[src/rtl/fault_event_pkg.sv]
// Shared definitions for the fault event arbiter: record layout, source id
// of the SEU requester and saturating counter helper.
package fault_event_pkg;

    localparam int SRC_ID_W    = 4;
    localparam int SYS_ERR_W   = 1;
    localparam int PAYLOAD_W   = 64;
    localparam int CNT_W       = 16;
    localparam int PAYLOAD_LSB = 0;
    localparam int TS_LSB      = PAYLOAD_LSB + PAYLOAD_W;

    localparam logic [CNT_W-1:0] CNT_MAX = {CNT_W{1'b1}};

    // Record layout, MSB first: {srcId, sysErr, timestamp, payload}.
    function automatic int rec_width(input int ts_w);
        return SRC_ID_W + SYS_ERR_W + ts_w + PAYLOAD_W;
    endfunction

    function automatic int sys_err_lsb(input int ts_w);
        return TS_LSB + ts_w;
    endfunction

    function automatic int src_id_lsb(input int ts_w);
        return TS_LSB + ts_w + SYS_ERR_W;
    endfunction

    // The SEU detector sits directly after the last ECC source.
    function automatic logic [SRC_ID_W-1:0] seu_src_id(input int num_ecc);
        return SRC_ID_W'(num_ecc);
    endfunction

    function automatic logic [CNT_W-1:0] sat_add(input logic [CNT_W-1:0] cnt,
                                                 input logic [4:0]       inc);
        logic [CNT_W:0] sum;
        sum = {1'b0, cnt} + {{(CNT_W-4){1'b0}}, inc};
        return sum[CNT_W] ? CNT_MAX : sum[CNT_W-1:0];
    endfunction

endpackage

[src/rtl/fault_event_fifo.sv]
// First-word-fall-through record FIFO with registered full/empty flags.
// Pushes while full and pops while empty are ignored.
module fault_event_fifo #(
    parameter int WIDTH = 8,
    parameter int DEPTH = 8
) (
    input  logic             clk,
    input  logic             rst,
    input  logic             push,
    input  logic [WIDTH-1:0] wdata,
    input  logic             pop,
    output logic [WIDTH-1:0] rdata,
    output logic             full,
    output logic             empty
);

    localparam int AW = $clog2(DEPTH);

    logic [WIDTH-1:0] mem_q [DEPTH];
    logic [AW-1:0]    wr_ptr_q, wr_ptr_d;
    logic [AW-1:0]    rd_ptr_q, rd_ptr_d;
    logic [AW:0]      count_q, count_d;
    logic             full_q, full_d;
    logic             empty_q, empty_d;
    logic             do_push_s, do_pop_s;

    // Pointer, occupancy and flag next-state.
    always_comb begin
        do_push_s = push && !full_q;
        do_pop_s  = pop && !empty_q;
        wr_ptr_d  = do_push_s ? wr_ptr_q + AW'(1) : wr_ptr_q;
        rd_ptr_d  = do_pop_s ? rd_ptr_q + AW'(1) : rd_ptr_q;
        case ({do_push_s, do_pop_s})
            2'b10:   count_d = count_q + (AW+1)'(1);
            2'b01:   count_d = count_q - (AW+1)'(1);
            default: count_d = count_q;
        endcase
        full_d  = (count_d == (AW+1)'(DEPTH));
        empty_d = (count_d == (AW+1)'(0));
    end

    // Control state; reset flushes by clearing pointers only.
    always_ff @(posedge clk) begin
        if (rst) begin
            wr_ptr_q <= '0;
            rd_ptr_q <= '0;
            count_q  <= '0;
            full_q   <= 1'b0;
            empty_q  <= 1'b1;
        end else begin
            wr_ptr_q <= wr_ptr_d;
            rd_ptr_q <= rd_ptr_d;
            count_q  <= count_d;
            full_q   <= full_d;
            empty_q  <= empty_d;
        end
    end

    // Storage array.
    always_ff @(posedge clk) begin
        if (do_push_s) begin
            mem_q[wr_ptr_q] <= wdata;
        end
    end

    assign rdata = mem_q[rd_ptr_q];
    assign full  = full_q;
    assign empty = empty_q;

endmodule

[src/rtl/fault_event_arbiter.sv]
// Collects ECC error edges and SEU detector records, arbitrates them round-robin
// into a timestamped event FIFO and keeps saturating event statistics.
module fault_event_arbiter
    import fault_event_pkg::*;
#(
    parameter int NUM_ECC    = 4,
    parameter int FIFO_DEPTH = 8,
    parameter int TS_WIDTH   = 32
) (
    input  logic                    clk,
    input  logic                    rst,
    input  logic [NUM_ECC-1:0]      eccStatus,
    input  logic                    seuValid,
    output logic                    seuReady,
    input  logic [63:0]             seuData,
    input  logic                    seuSysError,
    output logic                    evtValid,
    input  logic                    evtReady,
    output logic [TS_WIDTH+68:0]    evtRecord,
    output logic [CNT_W-1:0]        eccCount,
    output logic [CNT_W-1:0]        seuCount,
    output logic [CNT_W-1:0]        dropCount,
    output logic                    overflowSticky
);

    localparam int NREQ    = NUM_ECC + 1;
    localparam int REC_W   = rec_width(TS_WIDTH);
    localparam int SYS_LSB = sys_err_lsb(TS_WIDTH);
    localparam int SRC_LSB = src_id_lsb(TS_WIDTH);
    localparam logic [SRC_ID_W-1:0] SEU_ID = seu_src_id(NUM_ECC);

    logic [TS_WIDTH-1:0] ts_q, ts_d;
    logic [NUM_ECC-1:0]  hist_q, hist_d;
    logic [NUM_ECC-1:0]  pend_q, pend_d;
    logic [SRC_ID_W-1:0] ptr_q, ptr_d;
    logic [CNT_W-1:0]    ecc_cnt_q, ecc_cnt_d;
    logic [CNT_W-1:0]    seu_cnt_q, seu_cnt_d;
    logic [CNT_W-1:0]    drop_cnt_q, drop_cnt_d;
    logic                ovf_q, ovf_d;

    logic [NREQ-1:0]     req_s;
    logic                hi_vld_s, lo_vld_s, sel_hi_s;
    logic [SRC_ID_W-1:0] hi_id_s, lo_id_s;
    logic                seu_first_s, seu_ready_s;
    logic                grant_vld_s, seu_xfer_s;
    logic [SRC_ID_W-1:0] grant_id_s;
    logic [NUM_ECC-1:0]  grant_ecc_s, rise_s, drop_s;
    logic [4:0]          n_rise_s, n_drop_s;
    logic [REC_W-1:0]    push_rec_s;
    logic                fifo_full_s, fifo_empty_s;

    assign req_s = {seuValid, pend_q};

    // Round-robin: lowest requester at or above the pointer, else lowest overall.
    // SEU wins exactly when no ECC bit is pending in the range the search visits first.
    always_comb begin
        hi_vld_s    = 1'b0;
        hi_id_s     = '0;
        lo_vld_s    = 1'b0;
        lo_id_s     = '0;
        sel_hi_s    = 1'b0;
        seu_first_s = 1'b1;
        for (int i = NREQ - 1; i >= 0; i--) begin
            sel_hi_s = req_s[i] && (i >= int'(ptr_q));
            hi_vld_s = hi_vld_s | sel_hi_s;
            hi_id_s  = sel_hi_s ? SRC_ID_W'(i) : hi_id_s;
            lo_vld_s = lo_vld_s | req_s[i];
            lo_id_s  = req_s[i] ? SRC_ID_W'(i) : lo_id_s;
        end
        for (int i = 0; i < NUM_ECC; i++) begin
            seu_first_s = seu_first_s & ~(pend_q[i] && (i >= int'(ptr_q)));
        end
        grant_vld_s = (hi_vld_s | lo_vld_s) & ~fifo_full_s & ~rst;
        grant_id_s  = hi_vld_s ? hi_id_s : lo_id_s;
        seu_ready_s = ~rst & ~fifo_full_s & seu_first_s;
        seu_xfer_s  = grant_vld_s && (grant_id_s == SEU_ID);
    end

    // Edge detect, pending coalescing and event statistics.
    always_comb begin
        rise_s   = eccStatus & ~hist_q;
        n_rise_s = 5'd0;
        n_drop_s = 5'd0;
        for (int i = 0; i < NUM_ECC; i++) begin
            grant_ecc_s[i] = grant_vld_s && (grant_id_s == SRC_ID_W'(i));
        end
        drop_s = rise_s & pend_q & ~grant_ecc_s;
        pend_d = rise_s | (pend_q & ~grant_ecc_s);
        for (int i = 0; i < NUM_ECC; i++) begin
            n_rise_s = n_rise_s + {4'd0, rise_s[i]};
            n_drop_s = n_drop_s + {4'd0, drop_s[i]};
        end
        hist_d     = eccStatus;
        ts_d       = ts_q + TS_WIDTH'(1);
        ecc_cnt_d  = sat_add(ecc_cnt_q, n_rise_s);
        drop_cnt_d = sat_add(drop_cnt_q, n_drop_s);
        seu_cnt_d  = sat_add(seu_cnt_q, {4'd0, seu_xfer_s});
        ovf_d      = ovf_q | (|drop_s);
        if (!grant_vld_s) begin
            ptr_d = ptr_q;
        end else if (grant_id_s == SEU_ID) begin
            ptr_d = '0;
        end else begin
            ptr_d = grant_id_s + 4'd1;
        end
    end

    // Record assembly for the granted requester.
    always_comb begin
        push_rec_s = '0;
        push_rec_s[SRC_LSB +: SRC_ID_W]     = grant_id_s;
        push_rec_s[SYS_LSB]                 = seu_xfer_s & seuSysError;
        push_rec_s[TS_LSB +: TS_WIDTH]      = ts_q;
        push_rec_s[PAYLOAD_LSB +: PAYLOAD_W] = seu_xfer_s ? seuData : 64'h0;
    end

    // Arbiter, edge-detect and statistics state.
    always_ff @(posedge clk) begin
        if (rst) begin
            ts_q       <= '0;
            hist_q     <= '0;
            pend_q     <= '0;
            ptr_q      <= '0;
            ecc_cnt_q  <= '0;
            seu_cnt_q  <= '0;
            drop_cnt_q <= '0;
            ovf_q      <= 1'b0;
        end else begin
            ts_q       <= ts_d;
            hist_q     <= hist_d;
            pend_q     <= pend_d;
            ptr_q      <= ptr_d;
            ecc_cnt_q  <= ecc_cnt_d;
            seu_cnt_q  <= seu_cnt_d;
            drop_cnt_q <= drop_cnt_d;
            ovf_q      <= ovf_d;
        end
    end

    fault_event_fifo #(
        .WIDTH (REC_W),
        .DEPTH (FIFO_DEPTH)
    ) u_fifo (
        .clk   (clk),
        .rst   (rst),
        .push  (grant_vld_s),
        .wdata (push_rec_s),
        .pop   (evtReady),
        .rdata (evtRecord),
        .full  (fifo_full_s),
        .empty (fifo_empty_s)
    );

    assign seuReady       = seu_ready_s;
    assign evtValid       = ~fifo_empty_s;
    assign eccCount       = ecc_cnt_q;
    assign seuCount       = seu_cnt_q;
    assign dropCount      = drop_cnt_q;
    assign overflowSticky = ovf_q;

endmodule
[config.mk]
export PLATFORM = sky130hd
export DESIGN_NAME = fault_event_arbiter
export DESIGN_NICKNAME = d
export VERILOG_FILES = /design/src/rtl/fault_event_pkg.sv /design/src/rtl/fault_event_fifo.sv /design/src/rtl/fault_event_arbiter.sv
export SDC_FILE = /design/constraint.sdc
export NUM_CORES = 1
export LEC_CHECK = 0
export ABC_AREA = 1
export BUFFER_PORTS_ARGS = -buffer_cell sky130_fd_sc_hd__buf_2
export CAP_MARGIN = 20
export CORE_ASPECT_RATIO = 1.5
export CORE_MARGIN = 2
export CORE_UTILIZATION = 50
export CTS_CLUSTER_DIAMETER = 100
export DETAILED_ROUTE_END_ITERATION = 10
export PLACE_DENSITY = 0.69
export SLEW_MARGIN = 0
export SYNTH_ARGS = -nofsm -noshare
export SYNTH_HDL_FRONTEND = slang
export SYNTH_SLANG_ARGS = --single-unit
export TNS_END_PERCENT = 10
[constraint.sdc]
create_clock -name clk -period 18.4 [get_ports clk]
set_clock_uncertainty 0.2 [all_clocks]
set_input_delay 0.92 -clock clk [delete_from_list [all_inputs] [get_ports clk]]
set_output_delay 0.92 -clock clk [all_outputs]
set_load 0.1 [all_outputs]
==> metrics.yaml <==
routed_wl_microns: 83050
critPathLaunchType: "flip-flop"
dieArea_sq_um: 75720
antenna_left: 0
hp-start: "u_fifo.rd_ptr_q[2]"
hold_slack_ns: 0.2714
regToRegSetupSlack_ns: 14.01
synth-seq-cells: 908
layout_setup_ws_ns: 12.73
slew-limit-headroom: 0.2699
htreeDepth: 3
core_sq_um: 72670
power_density_nw_per_um2: 141.8
cts.sinks: 908
r2r_start: "ptr_q[0]"
cts_buffers: 81
grt_max_degree: 165
drt-initial-drc-count: 1982
post_drt_wl_per_cell_microns: 19.38
maxCapViolCount: 0
grt_pass1_wl_microns: 128100
rr_endpoint: "dropCount[14]"
finalPower_mw: 5.862
synth.distinct_cells: 47
via_per_inst: 5.579
final_cell_mix: "nor2_1, edfxtp_1, o21ai_0, buf_2, inv_1"
initial_core_util: 0.5057
grt_antenna_before_repair: 0
syn_inst: 3136
hold_path_class: "flip-flop to flip-flop"
drive_gt1_frac: 0.1475
final_common_cell: "nor2_1"
syn-num-nets: 3229
syn_area_per_cell_sq_um: 11.72
drcViolationCount: 0
synth_enable_flop_cells: 800
vias: 23910
layout.nets: 3392
synth_top_area_share: 0.6538
cp_max_fo: 87
clk_latency_ns: 0.63
synth-warning-count: 0
fin_tns_setup_ns: 0
gp_congestion: 0.7897
period_share: 0.3079
synth_ff_type: "edfxtp_1"
end_kind: "output port"
dp_slack_ns: 13.42
fmax_ghz: 0.1765
synthArstFlopShare: 0
ys_seq_area_frac: 0.7126
grt_usage: 0.2188
busiest_layer: "met2"
hpwl_microns: 44040
die_h_microns: 336.0
grt_use_met3: 0.03565
hold_end: "u_fifo.rd_ptr_q[2]"
hold_depth: 2
synth.area.top_cells: "edfxtp_1, nor2_1, dfxtp_1, o21ai_0, a31oi_1"
area_delta_synth_final_pct: 12.48
cts_tree: "done"
met1_usage: 0.2719
cts_setup_buffers: 0
ctsHoldBuffers: 0
cts.path.max_buffers: 3
critical_path_class: "flip-flop to output port"
antennaDiodeCount: 0
reg2reg_depth: 20
clock_tree.root_cell: "clkbuf_16"
die_w_microns: 225.4
io_buffers: 223
period_needed_ns: 5.666
met2_usage: 0.3876
hold_viol_final: 0
grt_setup_unrepaired: "no"
grt_overflow: 0
peakVddDrop_mv: 0.1278
worst_pin_slew_ns: 1.095
outcome: "finished, final reports clean"
finalSetupViolations: 0
arrival_ns: 4.55
leakage_nw: 15.03
worstPathRequired_ns: 17.28
finalMaxSlewViolations: 0
io_pins: 225
cts_resized: 0
synth.largest_area_cell: "edfxtp_1"
placementRows: 121
clk_pin_slew_worst_paths_ns: 0.07
syn_area_sq_um: 36750
firstDrtPassIters: 5
grt_pass1_vias: 23440
worst max-delay path, cell delays in order, from the launching register on:
cell,delay (ns)
dfxtp_4,0.83
buf_4,0.76
buf_4,0.85
o21ai_0,0.22
o22ai_1,0.20
nor2_1,0.06
a31oi_1,0.37
buf_2,0.51
where the power goes:
part / internal [mW] / leakage (nW) / total [mW] / switching (mW)
clock: 1.00 / 1.32 / 1.72 / 0.722
sequential: 2.33 / 8.47 / 2.38 / 0.0510
combinational: 0.312 / 5.24 / 1.76 / 1.45
flip-flops by register name, indices dropped and copies added (netlist names), named ones only:
name and count:
u_fifo.empty 1, dropCount 16, seuCount 16, hist_q 4, overflowSticky 1, eccCount 16
u_fifo.count_q 4, u_fifo.full 1, ptr_q 4, u_fifo.mem_q 800, ts_q 32, u_fifo.wr_ptr_q 3
pend_q 4, u_fifo.rd_ptr_q 3
cells in the mapped netlist (2+ instances only):
| cell type | instances |
|---|---|
| buf_6 | 5 |
| or2_0 | 2 |
| nor2_1 | 811 |
| dfxtp_1 | 108 |
| fa_1 | 7 |
| nand3_2 | 3 |
| nand2_1 | 131 |
| buf_1 | 7 |
| o21ai_1 | 6 |
| o22ai_1 | 100 |
| or2_2 | 4 |
| xnor2_1 | 15 |
| a21oi_2 | 2 |
| edfxtp_1 | 800 |
| nor2_2 | 52 |
| inv_1 | 173 |
| nor3_1 | 25 |
| nand3_1 | 37 |
| nand2_4 | 2 |
| a31oi_1 | 104 |
| ha_1 | 13 |
| xor2_1 | 21 |
| nand2_2 | 10 |
| a21oi_1 | 52 |
| a211oi_1 | 2 |
| nand4_2 | 3 |
| nor4_1 | 4 |
| nor2_4 | 6 |
| o21ai_0 | 422 |
| nor3b_2 | 4 |
| inv_2 | 10 |
| nand3b_1 | 2 |
| nand4_1 | 13 |
| nor3_2 | 2 |
| buf_4 | 2 |
| nor3_4 | 2 |
| o21a_1 | 4 |
| clkbuf_1 | 100 |
| buf_2 | 62 |
layer usage:
layer	vias up	wire length (microns)
li1	11330	-
met1	11730	33920
met2	733	42340
met3	114	4945
met4	0	1849
met5	-	0
worst max-delay path by stage:
stage          cells after the start  slack, ns            endpoint      start
2_1_floorplan                      7      12.05  u_fifo.mem_q[1][0]   seuValid
6_report                           7      12.73       evtRecord[89]  flip-flop
3_5_place_dp                       7      13.42       evtRecord[90]  flip-flop
3_3_place_gp                       7      13.46       evtRecord[89]  flip-flop
4_1_cts                            7      12.73       evtRecord[90]  flip-flop
5_1_grt                            7      12.49       evtRecord[89]  flip-flop
final cells by class:
type                            count  area [sq um]
Sequential cell                   908         26190
Inverter                          183         704.4
Clock buffer                      111          2287
Multi-Input combinational cell   1869          9159
Timing Repair Buffer              256          1404
Tap cell                          922          1154
Clock inverter                     36         430.4
Fill cell                        5849         31340
logic make-up (layout without fill, tap and decap cells):
kind of cell               Yosys count  in the layout  synth area share
AOI/OAI and AO/OA                  696            696            0.1029
xor gates and xnor gates            36             36          0.008581
adders and majority gates           20             20          0.008240
buffers and inverters              359            586           0.04001
DFF                                908            908            0.7126
muxes                                1              1         0.0002724
other                                1              1         0.0001021
and+or+nand+nor                   1115           1115            0.1273
metrics by stage:
stage	instance area [sq um]	instances	utilization
6_report	41330	4285	0.5688
3_3_place_gp	38560	4136	0.5306
2_1_floorplan	36750	3136	-
3_5_place_dp	38560	4136	0.5306
4_1_cts	41280	4283	0.5680
5_1_grt	41330	4285	0.5688
No activity file was read; power rests on OpenSTA's default activity.
